## src/rtl/coproc_pkg.sv

```systemverilog
// Shared types and constants for the image coprocessor sequencer.
// Used by coproc_sequencer and seq_watchdog.
package coproc_pkg;

  typedef enum logic [2:0] {
    ST_IDLE    = 3'd0,
    ST_START   = 3'd1,
    ST_PROCESS = 3'd2,
    ST_SHOW    = 3'd3,
    ST_ERR     = 3'd4
  } seq_state_t;

  // Algorithm codes shared with zoom_controller, image_processing, display.
  localparam logic [1:0] ALG_NEAREST   = 2'd0;
  localparam logic [1:0] ALG_REPLICATE = 2'd1;
  localparam logic [1:0] ALG_DECIMATE  = 2'd2;
  localparam logic [1:0] ALG_AVERAGE   = 2'd3;

  localparam int DEFAULT_TIMEOUT_CYCLES = 2000000;

  function automatic int wd_width(input int n);
    return (n > 2) ? $clog2(n) : 1;
  endfunction

endpackage

```

## src/rtl/seq_watchdog.sv

```systemverilog
// Pass watchdog: counts enabled cycles, flags expiry at TIMEOUT_CYCLES-1.
// Instantiated by coproc_sequencer only when SEQ_TIMEOUT_EN is defined.
module seq_watchdog
  import coproc_pkg::*;
#(
  parameter int TIMEOUT_CYCLES = DEFAULT_TIMEOUT_CYCLES
) (
  input  logic clk,
  input  logic rst_n,
  input  logic clear,
  input  logic enable,
  output logic expired
);

  localparam int CW = wd_width(TIMEOUT_CYCLES);
  localparam logic [CW-1:0] LIMIT = CW'(TIMEOUT_CYCLES - 1);

  logic [CW-1:0] count;

  always_ff @(posedge clk or negedge rst_n) begin
    if (!rst_n) begin
      count <= '0;
    end else if (clear) begin
      count <= '0;
    end else if (enable && count != LIMIT) begin
      count <= count + 1'b1;
    end
  end

  assign expired = enable && (count == LIMIT);

endmodule

```

## src/rtl/coproc_sequencer.sv

```systemverilog
// Image coprocessor pass sequencer: RUN -> one image_processing pass.
// Watchdog and ERR state are present only with SEQ_TIMEOUT_EN defined.
module coproc_sequencer
  import coproc_pkg::*;
#(
  parameter int TIMEOUT_CYCLES = DEFAULT_TIMEOUT_CYCLES,
  parameter int WCOUNT_W = 17
) (
  input  logic                CLK,
  input  logic                RESET,
  input  logic                RUN,
  input  logic [1:0]          ALGORITHM,
  input  logic                PROC_DONE,
  input  logic                PROC_WVALID,
  output logic                PROC_START,
  output logic [1:0]          ALG_LATCHED,
  output logic                RAM_WREN,
  output logic                ZOOM_REQ,
  output logic                DISP_SEL,
  output logic                BUSY,
  output logic                ERROR,
  output logic [2:0]          STATE_CODE,
  output logic [WCOUNT_W-1:0] WR_COUNT
);

  seq_state_t state;
  seq_state_t state_nxt;
  logic       wd_expired;

`ifdef SEQ_TIMEOUT_EN
  seq_watchdog #(
    .TIMEOUT_CYCLES(TIMEOUT_CYCLES)
  ) u_watchdog (
    .clk    (CLK),
    .rst_n  (RESET),
    .clear  (state == ST_START),
    .enable (state == ST_PROCESS),
    .expired(wd_expired)
  );
`else
  logic unused_timeout;
  assign unused_timeout = (TIMEOUT_CYCLES > 0);
  assign wd_expired = 1'b0;
  assign ERROR = 1'b0;
`endif

  always_comb begin
    state_nxt = state;
    unique case (state)
      ST_IDLE: begin
        if (RUN) state_nxt = ST_START;
      end
      ST_START: state_nxt = ST_PROCESS;
      ST_PROCESS: begin
        if (PROC_DONE)       state_nxt = ST_SHOW;
        else if (wd_expired) state_nxt = ST_ERR;
      end
      ST_SHOW: begin
        if (RUN)
          state_nxt = ST_START;
        else if (ALGORITHM != ALG_LATCHED)
          state_nxt = ST_IDLE;
      end
      ST_ERR: begin
        if (RUN) state_nxt = ST_IDLE;
      end
      default: state_nxt = ST_IDLE;
    endcase
  end

  // Write strobe stays combinational to line up with W_ADDR/PIXEL_OUT.
  assign RAM_WREN = (state == ST_PROCESS) && PROC_WVALID;

  always_ff @(posedge CLK or negedge RESET) begin
    if (!RESET) begin
      state       <= ST_IDLE;
      PROC_START  <= 1'b0;
      ALG_LATCHED <= 2'd0;
      ZOOM_REQ    <= 1'b0;
      DISP_SEL    <= 1'b0;
      BUSY        <= 1'b0;
      STATE_CODE  <= 3'd0;
      WR_COUNT    <= '0;
`ifdef SEQ_TIMEOUT_EN
      ERROR       <= 1'b0;
`endif
    end else begin
      state      <= state_nxt;
      PROC_START <= (state_nxt == ST_START);
      BUSY       <= (state_nxt == ST_START) ||
                    (state_nxt == ST_PROCESS);
      ZOOM_REQ   <= (state_nxt == ST_START) ||
                    (state_nxt == ST_PROCESS);
      DISP_SEL   <= (state_nxt == ST_SHOW);
      STATE_CODE <= state_nxt;
`ifdef SEQ_TIMEOUT_EN
      ERROR      <= (state_nxt == ST_ERR);
`endif
      // START is only ever entered on an accepted RUN.
      if (state_nxt == ST_START) begin
        ALG_LATCHED <= ALGORITHM;
        WR_COUNT    <= '0;
      end else if (RAM_WREN &&
                   WR_COUNT != {WCOUNT_W{1'b1}}) begin
        WR_COUNT <= WR_COUNT + 1'b1;
      end
    end
  end

endmodule

```

## config.mk

```make
export PLATFORM = sky130hd
export DESIGN_NAME = coproc_sequencer
export DESIGN_NICKNAME = d
export VERILOG_FILES = /design/src/rtl/coproc_pkg.sv /design/src/rtl/seq_watchdog.sv /design/src/rtl/coproc_sequencer.sv
export SDC_FILE = /design/constraint.sdc
export NUM_CORES = 1
export LEC_CHECK = 0
export CAP_MARGIN = 20
export CORE_MARGIN = 2
export CORE_UTILIZATION = 40
export DETAILED_ROUTE_END_ITERATION = 10
export HOLD_SLACK_MARGIN = 0.1
export PLACE_DENSITY_LB_ADDON = 0.15
export RECOVER_POWER = 50
export SYNTH_ARGS = -nofsm -noshare
export SYNTH_HDL_FRONTEND = slang
export SYNTH_SLANG_ARGS = --single-unit
```

## constraint.sdc

```tcl
create_clock -name CLK -period 4.18 [get_ports CLK]
set_input_delay 0.627 -clock CLK [delete_from_list [all_inputs] [get_ports CLK]]
set_output_delay 0.627 -clock CLK [all_outputs]
set_load 0.01 [all_outputs]
```

==> reports/results.ini, run 1 <==
[global_route]
grt_pass1_wl_um=4890
grt_pass1_vias=1044
globalRouteOverflowTotal=0
antenna_found_initial=0
grt_max_degree=17
track_usage_pct=17.6

[die]
rows=20
core_um2=3100
ioPinCount=35
start_util_pct=42.5
die_w_um=61.4
die-area_um2=3770
die_y_um=61.4

[clock_tree]
cts_resized=0
cts_tree=yes
post_cts_buffers=0
cts_inserted_buffers=3
insertion_delay_ns=0.32
ctsLongestPathBuffers=2
cts-htree-levels=1
cts_root_buffer=clkbuf_4
cts.sinks=25
postCtsHoldBufs=0
clkSlewWorstSetupHoldPaths_ns=0.13

[layout]
nets=175
drive_gt1_share_pct=4.24
diodes=0
synthToLayoutAreaGrowth_pct=28.0
fin_util_pct=54.4
instances_no_fill=209
nFillCells=308

[critical_path]
start_kind=primary input
worstPathRequired_ns=3.55
critPathMaxFanout=9
crit_top_cell=clkdlybuf4s50_1
worst_ep_arrival_time_ns=2.02
path_cells=clkdlybuf4s50_1 > nand4bb_4 > inv_2 > clkdlybuf4s50_1
cp-end-kind=output port
critPathKind=in2out
cp_slowest_cell=clkdlybuf4s50_1
cp_slowest_stage_delay_ns=0.55

[timing]
setup_viol_count_final=0
post-route-period-util_pct=63.3
fin_setup_tns_ns=0
slew_headroom_pct=45.1
hold_viol=0
fin_crit_ns=2.65
slew_viol_final=0
fmax_mhz=378
rsz0062_at_grt=no
skew_ns=0.00446
tightest_slew_ns=0.823
hold_slack_ns=0.537

[power]
p_seq_share_pct=45.9
power.density_nw_per_um2=433
switchingPower_mw=0.269
comb_power_share_pct=39.0
switching_share_pct=36.8
clockPowerShare_pct=15.1
p_int_mw=0.461
p_leak_nw=0.721
max-vdd-ir-drop_uv=251

[logic_synthesis]
async_reset_ff_share_pct=100
synth.cell_area_um2=1320
ys_seq_area_share_pct=47.5
avgSynthCellArea_um2=9.91
ys.flop_type=dfrtp_1
synth-seq-cells=25
ys_warn_count=0
syn_nets=142
netlist_instances=133
synth-edff-count=0
ys_types=41

[drt]
drt-total-wl_um=2840
route.layer.met1.wl_um=1410
routed-wl-met2_um=1260
via_per_inst=5.07
wl_per_cell_um=13.6
highest_layer=met4
detail-route-antenna-nets=0
dr.pass1.iters=4
drcViolationCount=0
vias=1059
first_iter_violations=49
route.met3.wl_um=123

[hold_path]
min_path_type=reg2reg

[job]
cap_violations=0

[placement]
place_inst=205
dp_hpwl_um=2080
routabilityCongestion=0.783
io_buffers=33

[outcome]
outcome=complete, no violations

==> per-stage QoR <==
step / setup WS [ns] / total power, mW / cell area [µm²]
floorplan: 1.99 / 0.520 / 1320
global placement: 1.54 / 0.630 / 1660
detailed placement: 1.53 / 0.643 / 1680
CTS: 1.54 / 0.753 / 1710
global route: 1.47 / 0.792 / 1690
finish: 1.53 / 0.730 / 1690
==> Yosys cell counts (all sizes together) (2+ instances only) <==
library cell / n / area, µm²
nand3: 5 / 25.0
or4: 3 / 22.5
a21oi: 7 / 35.0
xnor2: 8 / 70.1
xor2: 3 / 26.3
nor3: 5 / 25.0
o21ai: 3 / 15.0
buf: 5 / 42.5
ha: 2 / 25.0
dfrtp: 25 / 626
nand4: 4 / 40.0
and3: 2 / 12.5
a31oi: 2 / 12.5
nor2: 10 / 37.5
nor4: 2 / 12.5
and4: 2 / 17.5
or2: 2 / 12.5
mux2i: 3 / 30.0
inv: 6 / 22.5
o31ai: 3 / 22.5
nand2: 16 / 60.1
==> per-layer routing <==
metal,track usage (%),up-vias
met5,0,-
met3,2.94,4
met2,27.2,24
li1,-,533
met1,25.0,498
met4,6.38,0
==> flip-flops by register name, indices dropped and copies added, names as in the netlist <==
signal and flops:
BUSY 1, state 3, DISP_SEL 1, PROC_START 1, WR_COUNT 17, ALG_LATCHED 2
==> cells by family after synthesis <==
group                      share of synthesized area, %
DFF                                                47.5
and+or+nand+nor                                    27.4
xor gates and xnor gates                           7.31
other                                             0.285
AOI/OAI and AO/OA                                  8.17
adders and majority gates                          1.90
muxes                                              2.28
buffers and inverters                              5.22
==> critical path: cells and delay by family <==
family | cells | cell delay [ns]
buf+inv | 3 | 1.21
simple gates | 1 | 0.18
==> power groups by stage <==
stage	Clock (mW)	Combinational (mW)	Sequential (mW)
floorplan	0	0.184	0.336
global placement	0	0.292	0.338
detailed placement	0	0.301	0.341
CTS	0.114	0.302	0.336
global route	0.127	0.319	0.345
finish	0.110	0.285	0.335
==> final timing paths <==
kind                            slack, ns             end      startpoint  depth (start not counted)
worst max-delay path                 1.53        RAM_WREN     PROC_WVALID                          4
worst min-delay path                 0.54  ALG_LATCHED[0]  ALG_LATCHED[0]                          2
worst max register to register       1.79    WR_COUNT[15]     WR_COUNT[3]                          8
min in group asynchronous            0.69            BUSY           RESET                          1
worst min register to register       0.54  ALG_LATCHED[0]  ALG_LATCHED[0]                          2
max in group asynchronous            2.38     WR_COUNT[8]           RESET                          2
==> final cells by class <==
class                      count  area [µm²]  share of cell area [%]
timing repair buffer          34         334                    19.8
clock buffer                   4        26.3                    1.56
inverter                       6        22.5                    1.34
tap                           44        55.1                    3.26
multi-input combinational     96         623                    36.9
sequential                    25         626                    37.1
==> cells in the final DEF (no fill, tap or decap), types with 2 or more instances in the layout <==
| cell type | n |
|---|---|
| dfrtp_1 | 25 |
| clkdlybuf4s50_1 | 23 |
| nand2_1 | 16 |
| nor2_1 | 10 |
| dlygate4sd3_1 | 10 |
| xnor2_1 | 8 |
| a21oi_1 | 7 |
| inv_1 | 5 |
| nor3_1 | 5 |
| nand3_1 | 5 |
| o21ai_0 | 3 |
| nand4_1 | 3 |
| mux2i_1 | 3 |
| xor2_1 | 3 |
| o31ai_1 | 3 |
| or4_1 | 3 |
| clkbuf_4 | 3 |
| a31oi_1 | 2 |
| and3_1 | 2 |
| nor4_1 | 2 |
| and4_1 | 2 |
| ha_1 | 2 |
| clkbuf_1 | 2 |
Note: power is estimated with default switching activity, not from simulation.
==> inputs of run 2 (changes only) <==
==> constraint.sdc (replaced) <==
create_clock -name CLK -period 2.7 [get_ports CLK]
set_input_delay 0.405 -clock CLK [delete_from_list [all_inputs] [get_ports CLK]]
set_output_delay 0.405 -clock CLK [all_outputs]
set_load 0.01 [all_outputs]
==> reports/results.ini, run 2 (same netlist as run 1, synthesis figures left out) <==
[timing]
post-route-period-util_pct=87.3
fin_crit_ns=2.36
tightest_slew_ns=1.35
rsz0062_at_grt=no
hold_slack_ns=0.556
skew_ns=0.0103
fin_ws_ns=0.344
fmax_mhz=424
setup_viol_count_final=0
fin_setup_tns_ns=0
hold_viol=0
slew_viol_final=0
slew_headroom_pct=10.0

[job]
cap_violations=0

[global_route]
antenna_found_initial=0
grt_pass1_vias=975
globalRouteOverflowTotal=0
grt_max_degree=26
grt_pass1_wl_um=4330
track_usage_pct=15.5

[critical_path]
cp_slowest_cell=dfrtp_1
cp.depth=8
crit_buf_inv=0
critPathMaxFanout=9
worst_ep_arrival_time_ns=2.62
start_kind=register
cp_top_family=simple AND/OR/NAND/NOR gates
worstPathRequired_ns=2.96
r2r.worst_path.cells=8
cp-end-kind=register
critPathKind=reg2reg
cp_slowest_stage_delay_ns=0.45
path_cells=and4_1 > nand4_4 > nor3_1 > ha_1 > nand4b_1 > or2_1 > or4_1 > a21oi_1

[die]
ioPinCount=35
die_y_um=61.4
rows=20
start_util_pct=42.5
core_um2=3100
die-area_um2=3770
die_w_um=61.4

[layout]
layout_common_cells=26 x clkdlybuf4s50_1, 25 x dfrtp_1, 16 x nand2_1
drive_gt1_share_pct=4.85
largest_register=WR_COUNT
synthToLayoutAreaGrowth_pct=28.3
largest_reg_flops=17
nets=175
final_common_cell=clkdlybuf4s50_1
reg_top3=WR_COUNT (17), state (3), ALG_LATCHED (2)
diodes=0

[power]
p_seq_share_pct=45.5
comb_power_share_pct=38.5
clockPowerShare_pct=16.0
p_leak_nw=0.714
power.density_nw_per_um2=673
max-vdd-ir-drop_uv=449
switchingPower_mw=0.427
p_int_mw=0.712
switching_share_pct=37.5

[drt]
via_per_inst=4.94
dr.pass1.iters=4
vias=1032
detail-route-antenna-nets=0
first_iter_violations=27
wl_per_cell_um=13.0
drt-total-wl_um=2710
drcViolationCount=0

[clock_tree]
cts_tree=yes
cts_inserted_buffers=3
postCtsHoldBufs=0
cts.sinks=25
insertion_delay_ns=0.34
cts-htree-levels=1
post_cts_buffers=0
clkSlewWorstSetupHoldPaths_ns=0.15
cts_root_buffer=clkbuf_4
cts_resized=0
ctsLongestPathBuffers=2

[hold_path]
min_path_type=reg2reg
min_path_cells=2

[placement]
io_buffers=33
dp_hpwl_um=1980
routabilityCongestion=0.797
preCtsSetupSlack_ns=0.384

[outcome]
outcome=complete, no violations

## run 2: cell types whose count changed in the layout (fill, tap and decap cells not counted), sizes merged
| cell | delta |
|---|---|
| clkinvlp | +1 |
| clkbuf | -1 |
| clkdlybuf4s50 | +3 |
| dlygate4sd3 | -3 |
## run 2: cell type report
class / instances / area, µm²
tap: 44 / 55.1
inverter: 6 / 22.5
multi-input combinational: 96 / 623
sequential: 25 / 626
fill: 311 / 1410
clock inverter: 1 / 7.51
clock buffer: 3 / 22.5
timing repair buffer: 34 / 334
## run 2: power groups by stage
| stage | logic [mW] | clock network (mW) | registers, mW |
|---|---|---|---|
| floorplan | 0.285 | 0 | 0.520 |
| global placement | 0.453 | 0 | 0.524 |
| detailed placement | 0.458 | 0 | 0.527 |
| CTS | 0.461 | 0.191 | 0.519 |
| global route | 0.488 | 0.204 | 0.529 |
| finish | 0.438 | 0.182 | 0.518 |
## run 2: routing by layer
metal  global-route usage [%]  share of wire (%)  vias to the layer above
met2                     24.2                 42                       25
li1                         -                  -                      529
met1                     21.9                 52                      474
met3                     2.73                4.6                        4
met5                        0                  0                        -
met4                     5.47                1.1                        0
## run 2: per-stage QoR
stage                     utilization [%]  total power [mW]  std cells  instance area (µm²)
final                                54.5              1.14        209                 1690
after global placement               53.6             0.977        205                 1660
after CTS                            54.6              1.17        209                 1690
after global routing                 54.5              1.22        209                 1690
after detailed placement             53.6             0.985        205                 1660
after floorplan                         -             0.806        133                 1320
## run 2: worst paths after layout
check | to | from | slack [ns]
min reg2reg | ALG_LATCHED[0] | ALG_LATCHED[0] | 0.56
max reg2reg | WR_COUNT[15] | WR_COUNT[4] | 0.34
max in group asynchronous | WR_COUNT[3] | RESET | 1.03
min in group asynchronous | ALG_LATCHED[1] | RESET | 0.87
max | WR_COUNT[15] | WR_COUNT[4] | 0.34
min | ALG_LATCHED[0] | ALG_LATCHED[0] | 0.56
## run 2: worst min-delay path, stage by stage (launching register included)
cell and delay (ns):
dfrtp_1 0.41, nand2_1 0.06, nand2_1 0.06
==> inputs of run 3 (changes only) <==
--- a/config.mk
+++ b/config.mk
@@ -8,6 +8,7 @@
 export CAP_MARGIN = 20
 export CORE_MARGIN = 2
 export CORE_UTILIZATION = 40
+export CTS_CLUSTER_DIAMETER = 30
 export DETAILED_ROUTE_END_ITERATION = 10
 export HOLD_SLACK_MARGIN = 0.1
 export PLACE_DENSITY_LB_ADDON = 0.15
==> results of run 3 <==
Same layout as run 2: the final DEF is identical, and so are final timing and power.
